File: config.mk
export PLATFORM = sky130hd
export DESIGN_NAME = conv_engine_flat
export DESIGN_NICKNAME = d
export VERILOG_FILES = /design/src/rtl/conv_if.sv /design/src/rtl/conv_engine.sv /design/src/flat_wrapper.sv
export SDC_FILE = /design/constraint.sdc
export NUM_CORES = 1
export LEC_CHECK = 0
export ABC_AREA = 1
export CORE_MARGIN = 5
export CORE_UTILIZATION = 45
export DETAILED_ROUTE_END_ITERATION = 6
export SLEW_MARGIN = 10
export SYNTH_ARGS = -nofsm -noshare
export SYNTH_HDL_FRONTEND = slang
export SYNTH_SLANG_ARGS = --single-unit
export TNS_END_PERCENT = 30
File: constraint.sdc
create_clock -name clk -period 10.25 [get_ports clk]
set_input_delay 2.05 -clock clk [delete_from_list [all_inputs] [get_ports clk]]
set_output_delay 2.05 -clock clk [all_outputs]
set_load 0.005 [all_outputs]
File: src/rtl/conv_if.sv
// Sample and result valid/ready handshakes of the FIR engine.
// The engine side uses the slave modport. The producer/consumer side uses the master modport.
interface conv_if #(parameter int DATA_W = 16);
    logic signed [DATA_W-1:0] sample_in;
    logic                     sample_valid;
    logic                     sample_ready;
    logic signed [DATA_W-1:0] result_out;
    logic                     result_sat;
    logic                     result_valid;
    logic                     result_ready;

    modport master (
        output sample_in, sample_valid, result_ready,
        input  sample_ready, result_out, result_sat, result_valid
    );

    modport slave (
        input  sample_in, sample_valid, result_ready,
        output sample_ready, result_out, result_sat, result_valid
    );
endinterface

File: src/rtl/conv_engine.sv
// 3-tap FIR engine. One shared multiplier performs one multiply-accumulate per state (MAC0..MAC2).
// The engine then scales and saturates the sum, and holds the result in OUT until it is taken.
module conv_engine #(
    parameter int DATA_W  = 16,
    parameter int COEFF_W = 12,
    parameter int SHIFT   = 8
) (
    input  logic                   clk,
    input  logic                   rst,
    input  logic [3*COEFF_W-1:0]   coeff_in,
    input  logic                   clear,
    conv_if.slave                  bus,
    output logic                   busy
);
    localparam int PROD_W = DATA_W + COEFF_W;
    localparam int ACC_W  = PROD_W + 2;
    localparam logic signed [ACC_W-1:0] MAX_V = {{(ACC_W-DATA_W+1){1'b0}}, {(DATA_W-1){1'b1}}};
    localparam logic signed [ACC_W-1:0] MIN_V = {{(ACC_W-DATA_W+1){1'b1}}, {(DATA_W-1){1'b0}}};

    typedef enum logic [2:0] {IDLE, MAC0, MAC1, MAC2, OUT} state_t;

    state_t                   state;
    logic signed [DATA_W-1:0] x0, x1, x2;
    logic [3*COEFF_W-1:0]     coeff;
    logic signed [ACC_W-1:0]  acc, acc_sum, scaled;
    logic signed [COEFF_W-1:0] c_sel;
    logic signed [DATA_W-1:0] x_sel, sat_val;
    logic signed [PROD_W-1:0] prod;
    logic                     sat_flag;

    // The tap operand pair is selected by state, so only one multiplier is needed.
    always_comb begin
        c_sel = coeff[0 +: COEFF_W];
        x_sel = x0;
        case (state)
            MAC1: begin c_sel = coeff[COEFF_W +: COEFF_W];   x_sel = x1; end
            MAC2: begin c_sel = coeff[2*COEFF_W +: COEFF_W]; x_sel = x2; end
            default: ;
        endcase
        prod    = c_sel * x_sel;
        acc_sum = acc + {{2{prod[PROD_W-1]}}, prod};
        scaled  = acc_sum >>> SHIFT;
        sat_flag = 1'b0;
        sat_val  = scaled[DATA_W-1:0];
        if (scaled > MAX_V) begin
            sat_val  = {1'b0, {(DATA_W-1){1'b1}}};
            sat_flag = 1'b1;
        end else if (scaled < MIN_V) begin
            sat_val  = {1'b1, {(DATA_W-1){1'b0}}};
            sat_flag = 1'b1;
        end
    end

    assign bus.sample_ready = (state == IDLE) && !clear;
    assign busy             = (state != IDLE);

    always_ff @(posedge clk or posedge rst) begin
        if (rst) begin
            state            <= IDLE;
            x0               <= '0;
            x1               <= '0;
            x2               <= '0;
            coeff            <= '0;
            acc              <= '0;
            bus.result_out   <= '0;
            bus.result_sat   <= 1'b0;
            bus.result_valid <= 1'b0;
        end else if (clear) begin
            // Flush: any in-flight or pending result is dropped.
            state            <= IDLE;
            x0               <= '0;
            x1               <= '0;
            x2               <= '0;
            acc              <= '0;
            bus.result_valid <= 1'b0;
        end else begin
            case (state)
                IDLE: if (bus.sample_valid) begin
                    x2    <= x1;
                    x1    <= x0;
                    x0    <= bus.sample_in;
                    coeff <= coeff_in;
                    acc   <= '0;
                    state <= MAC0;
                end
                MAC0: begin acc <= acc_sum; state <= MAC1; end
                MAC1: begin acc <= acc_sum; state <= MAC2; end
                MAC2: begin
                    acc              <= acc_sum;
                    bus.result_out   <= sat_val;
                    bus.result_sat   <= sat_flag;
                    bus.result_valid <= 1'b1;
                    state            <= OUT;
                end
                OUT: if (bus.result_ready) begin
                    bus.result_valid <= 1'b0;
                    state            <= IDLE;
                end
                default: state <= IDLE;
            endcase
        end
    end
endmodule
File: src/flat_wrapper.sv
// flat-port wrapper written by rule: the top's interface ports become plain ports
module conv_engine_flat 
#(
    parameter int DATA_W  = 16,
    parameter int COEFF_W = 12,
    parameter int SHIFT   = 8
)
  (clk, rst, coeff_in, clear, busy, bus_sample_in, bus_sample_valid, bus_result_ready, bus_sample_ready, bus_result_out, bus_result_sat, bus_result_valid);
  conv_if #(.DATA_W(DATA_W)) bus_i ();
  input  logic clk;
  input  logic rst;
  input  logic [3*COEFF_W-1:0] coeff_in;
  input  logic clear;
  output logic busy;
  input wire logic [$bits(bus_i.sample_in)-1:0] bus_sample_in;
  input wire logic [$bits(bus_i.sample_valid)-1:0] bus_sample_valid;
  input wire logic [$bits(bus_i.result_ready)-1:0] bus_result_ready;
  output wire logic [$bits(bus_i.sample_ready)-1:0] bus_sample_ready;
  output wire logic [$bits(bus_i.result_out)-1:0] bus_result_out;
  output wire logic [$bits(bus_i.result_sat)-1:0] bus_result_sat;
  output wire logic [$bits(bus_i.result_valid)-1:0] bus_result_valid;
  assign bus_i.sample_in = bus_sample_in;
  assign bus_i.sample_valid = bus_sample_valid;
  assign bus_i.result_ready = bus_result_ready;
  assign bus_sample_ready = bus_i.sample_ready;
  assign bus_result_out = bus_i.result_out;
  assign bus_result_sat = bus_i.result_sat;
  assign bus_result_valid = bus_i.result_valid;
  conv_engine #(.DATA_W(DATA_W), .COEFF_W(COEFF_W), .SHIFT(SHIFT)) u_core (.clk(clk), .rst(rst), .coeff_in(coeff_in), .clear(clear), .bus(bus_i), .busy(busy));
endmodule
==> results.toml <==
[status]
status = "finished, final reports clean"

[clock_tree]
cts_sinks = 135
post_cts_resized = 0
cts_root_buffer = "clkbuf_16"
cts_setup_buffers = 0
post_cts_hold_buffer_count = 0
path_clk_slew_ps = 60
htreeDepth = 4
clk_latency_ps = 440
cts_buffer_depth = 2
cts_buffers = 17
cts_tree = "built"

[setup_path]
arrival_ps = 9700
r2r_end = "u_core.bus.result_out[10]"
cp_top_family = "adder cells"
reg2reg_depth = 38
cp_max_fo = 25
required_ps = 10540
path_buf_inv = 7
crit_type = "reg -> reg"
worst_path_most_repeated_cell = "nand2_1"
crit_path_end = "u_core.bus.result_out[10]"
r2r_slack_ps = 840
worst_path_largest_cell_delay_ps = 700
r2r-start = "u_core.state[2]"
slowest_stage = "a21oi_1"
worstSetupPathDepth = 38
crit_start = "u_core.state[2]"
cp-end-kind = "flop"
startpoint_type = "flop"

[sta]
setup_viol_count_final = 0
finalMaxSlewViolations = 0
clock_skew_ps = 10.5
max_freq_ghz = 0.106
worstMarginPinSlew_ps = 1010
min_period_over_period = 0.918
timing_hold_violations_final = 0
slew-limit-headroom = 0.325
setup_slack_ps = 842
final.min_clock_period_ps = 9410
fin_setup_tns_ps = 0
grt_setup_unrepaired = "no"

[grt]
grt_first_pass_wirelength_um = 67000
grt-ovfl-total = 0
grt_pass1_vias = 12500
antenna_found_initial = 0
grt_max_degree = 80
track_usage = 0.236

[yosys]
yosys.area_share.simple = 0.182
synth-seq-area-share = 0.232
synth_top_family_by_area = "adder cells"
synth_nets = 2165
synth_compound_area_frac = 0.106
synth_enable_flop_cells = 0
synth_xor_area_frac = 0.0246
synth_cell_type_count = 44
ys.flop_type = "dfrtp_1"
async_flop_share = 1.00
ys_ff_latch = 135
yosysWarnings = 0
avgSynthCellArea_um2 = 7.93
synthCells = 1839
synth_area_um2 = 14600
synthAdderAreaFrac = 0.323
synthMuxAreaShare = 0.00772

[layout]
fin_cells = 2369
drive_gt1_frac = 0.0659
final_common_cell = "inv_1"
final_cell_mix = "425 x inv_1, 361 x nand2_1, 183 x nor2_1"
n_antenna_cell = 0
nets = 2243
design_area_um2 = 16500
syn_to_final_growth_pct = 13.3

[place]
gp_congestion = 0.950
hpwlAfterDp_um = 33000
port_buffers = 76
dp_cells = 2340
place_area_um2 = 15900
dp_slack_ps = 856

[die]
fp.dieH_um = 190
start_util = 0.452
die_x_um = 190
num_rows = 66
dieArea_um2 = 36100
pin_count = 77
core-area_um2 = 32300

[route]
drt_iter0_drc = 766
antenna_left = 0
first_pass_iters = 6
drc_errors = 0
vias = 11900
wire_per_inst_um = 17.1
routed_wl_um = 40500
viasPerCell = 5.03

[min_path]
hold_class = "reg -> reg"

[flow_run]
maxCapViolCount = 0
cells in the mapped netlist, drive strengths merged, types with 4 or more instances:
master,count,share of area
nand3,58,0.021
buf,12,0.0055
fa,179,0.25
mux2,10,0.0077
o22ai,62,0.027
inv,431,0.11
a21oi,116,0.045
nor3,4,0.0017
nor2,192,0.052
ha,90,0.077
clkbuf,34,0.0087
o21bai,4,0.0021
nand4,6,0.0026
xnor2,13,0.0078
xor2,28,0.017
dfrtp,135,0.23
a22o,16,0.0096
o21ai,47,0.016
nand2,382,0.10
layer usage:
| metal | global-route usage | part of all wire |
|---|---|---|
| met1 | 0.328 | 0.46 |
| met3 | 0.0404 | 0.050 |
| met4 | 0.0454 | 0.014 |
| met5 | 0 | 0 |
| met2 | 0.393 | 0.48 |
stage by stage:
step                 util  hold WS (ps)
floorplan               -           453
global placement    0.494           469
detailed placement  0.494           478
CTS                 0.512           486
global route        0.512           515
finish              0.512           486
how the worst min path moves through the flow:
| stage | from | depth (start not counted) | to | slack, ps |
|---|---|---|---|---|
| 6_report | u_core.state[0] | 1 | u_core.state[0] | 490 |
| 5_1_grt | u_core.coeff[6] | 1 | u_core.coeff[6] | 520 |
| 4_1_cts | u_core.state[0] | 1 | u_core.state[0] | 490 |
| 3_5_place_dp | u_core.state[0] | 1 | u_core.state[0] | 480 |
| 3_3_place_gp | u_core.state[0] | 1 | u_core.state[0] | 470 |
| 2_1_floorplan | u_core.acc[6] | 2 | u_core.acc[6] | 450 |
sequential cells by signal, indices dropped and copies added (netlist names):
signal	cells
u_core.state	3
u_core.x2	16
u_core.x0	16
u_core.bus.result_sat	1
u_core.bus.result_out	16
u_core.coeff	36
u_core.bus.result_valid	1
u_core.x1	16
u_core.acc	30
layout make-up:
cell class | instances | area [µm²]
clock buffer | 20 | 447
multi-input combinational | 1226 | 9400
sequential | 135 | 3380
inverter | 432 | 1630
clock inverter | 9 | 153
tap | 442 | 553
fill | 3123 | 15800
timing repair buffer | 105 | 978
cells by family (layout without fill, tap and decap cells):
| family | after synthesis | in the layout |
|---|---|---|
| AOI/OAI and AO/OA | 258 | 258 |
| xor gates and xnor gates | 41 | 41 |
| adders and majority gates | 269 | 269 |
| buffers and inverters | 478 | 566 |
| DFF | 135 | 135 |
| muxes | 10 | 10 |
| and+or+nand+nor | 648 | 648 |
Power is left out: the tool's default activity adds up to more than one toggle a clock period on the data nets, which glitch-free logic cannot reach.
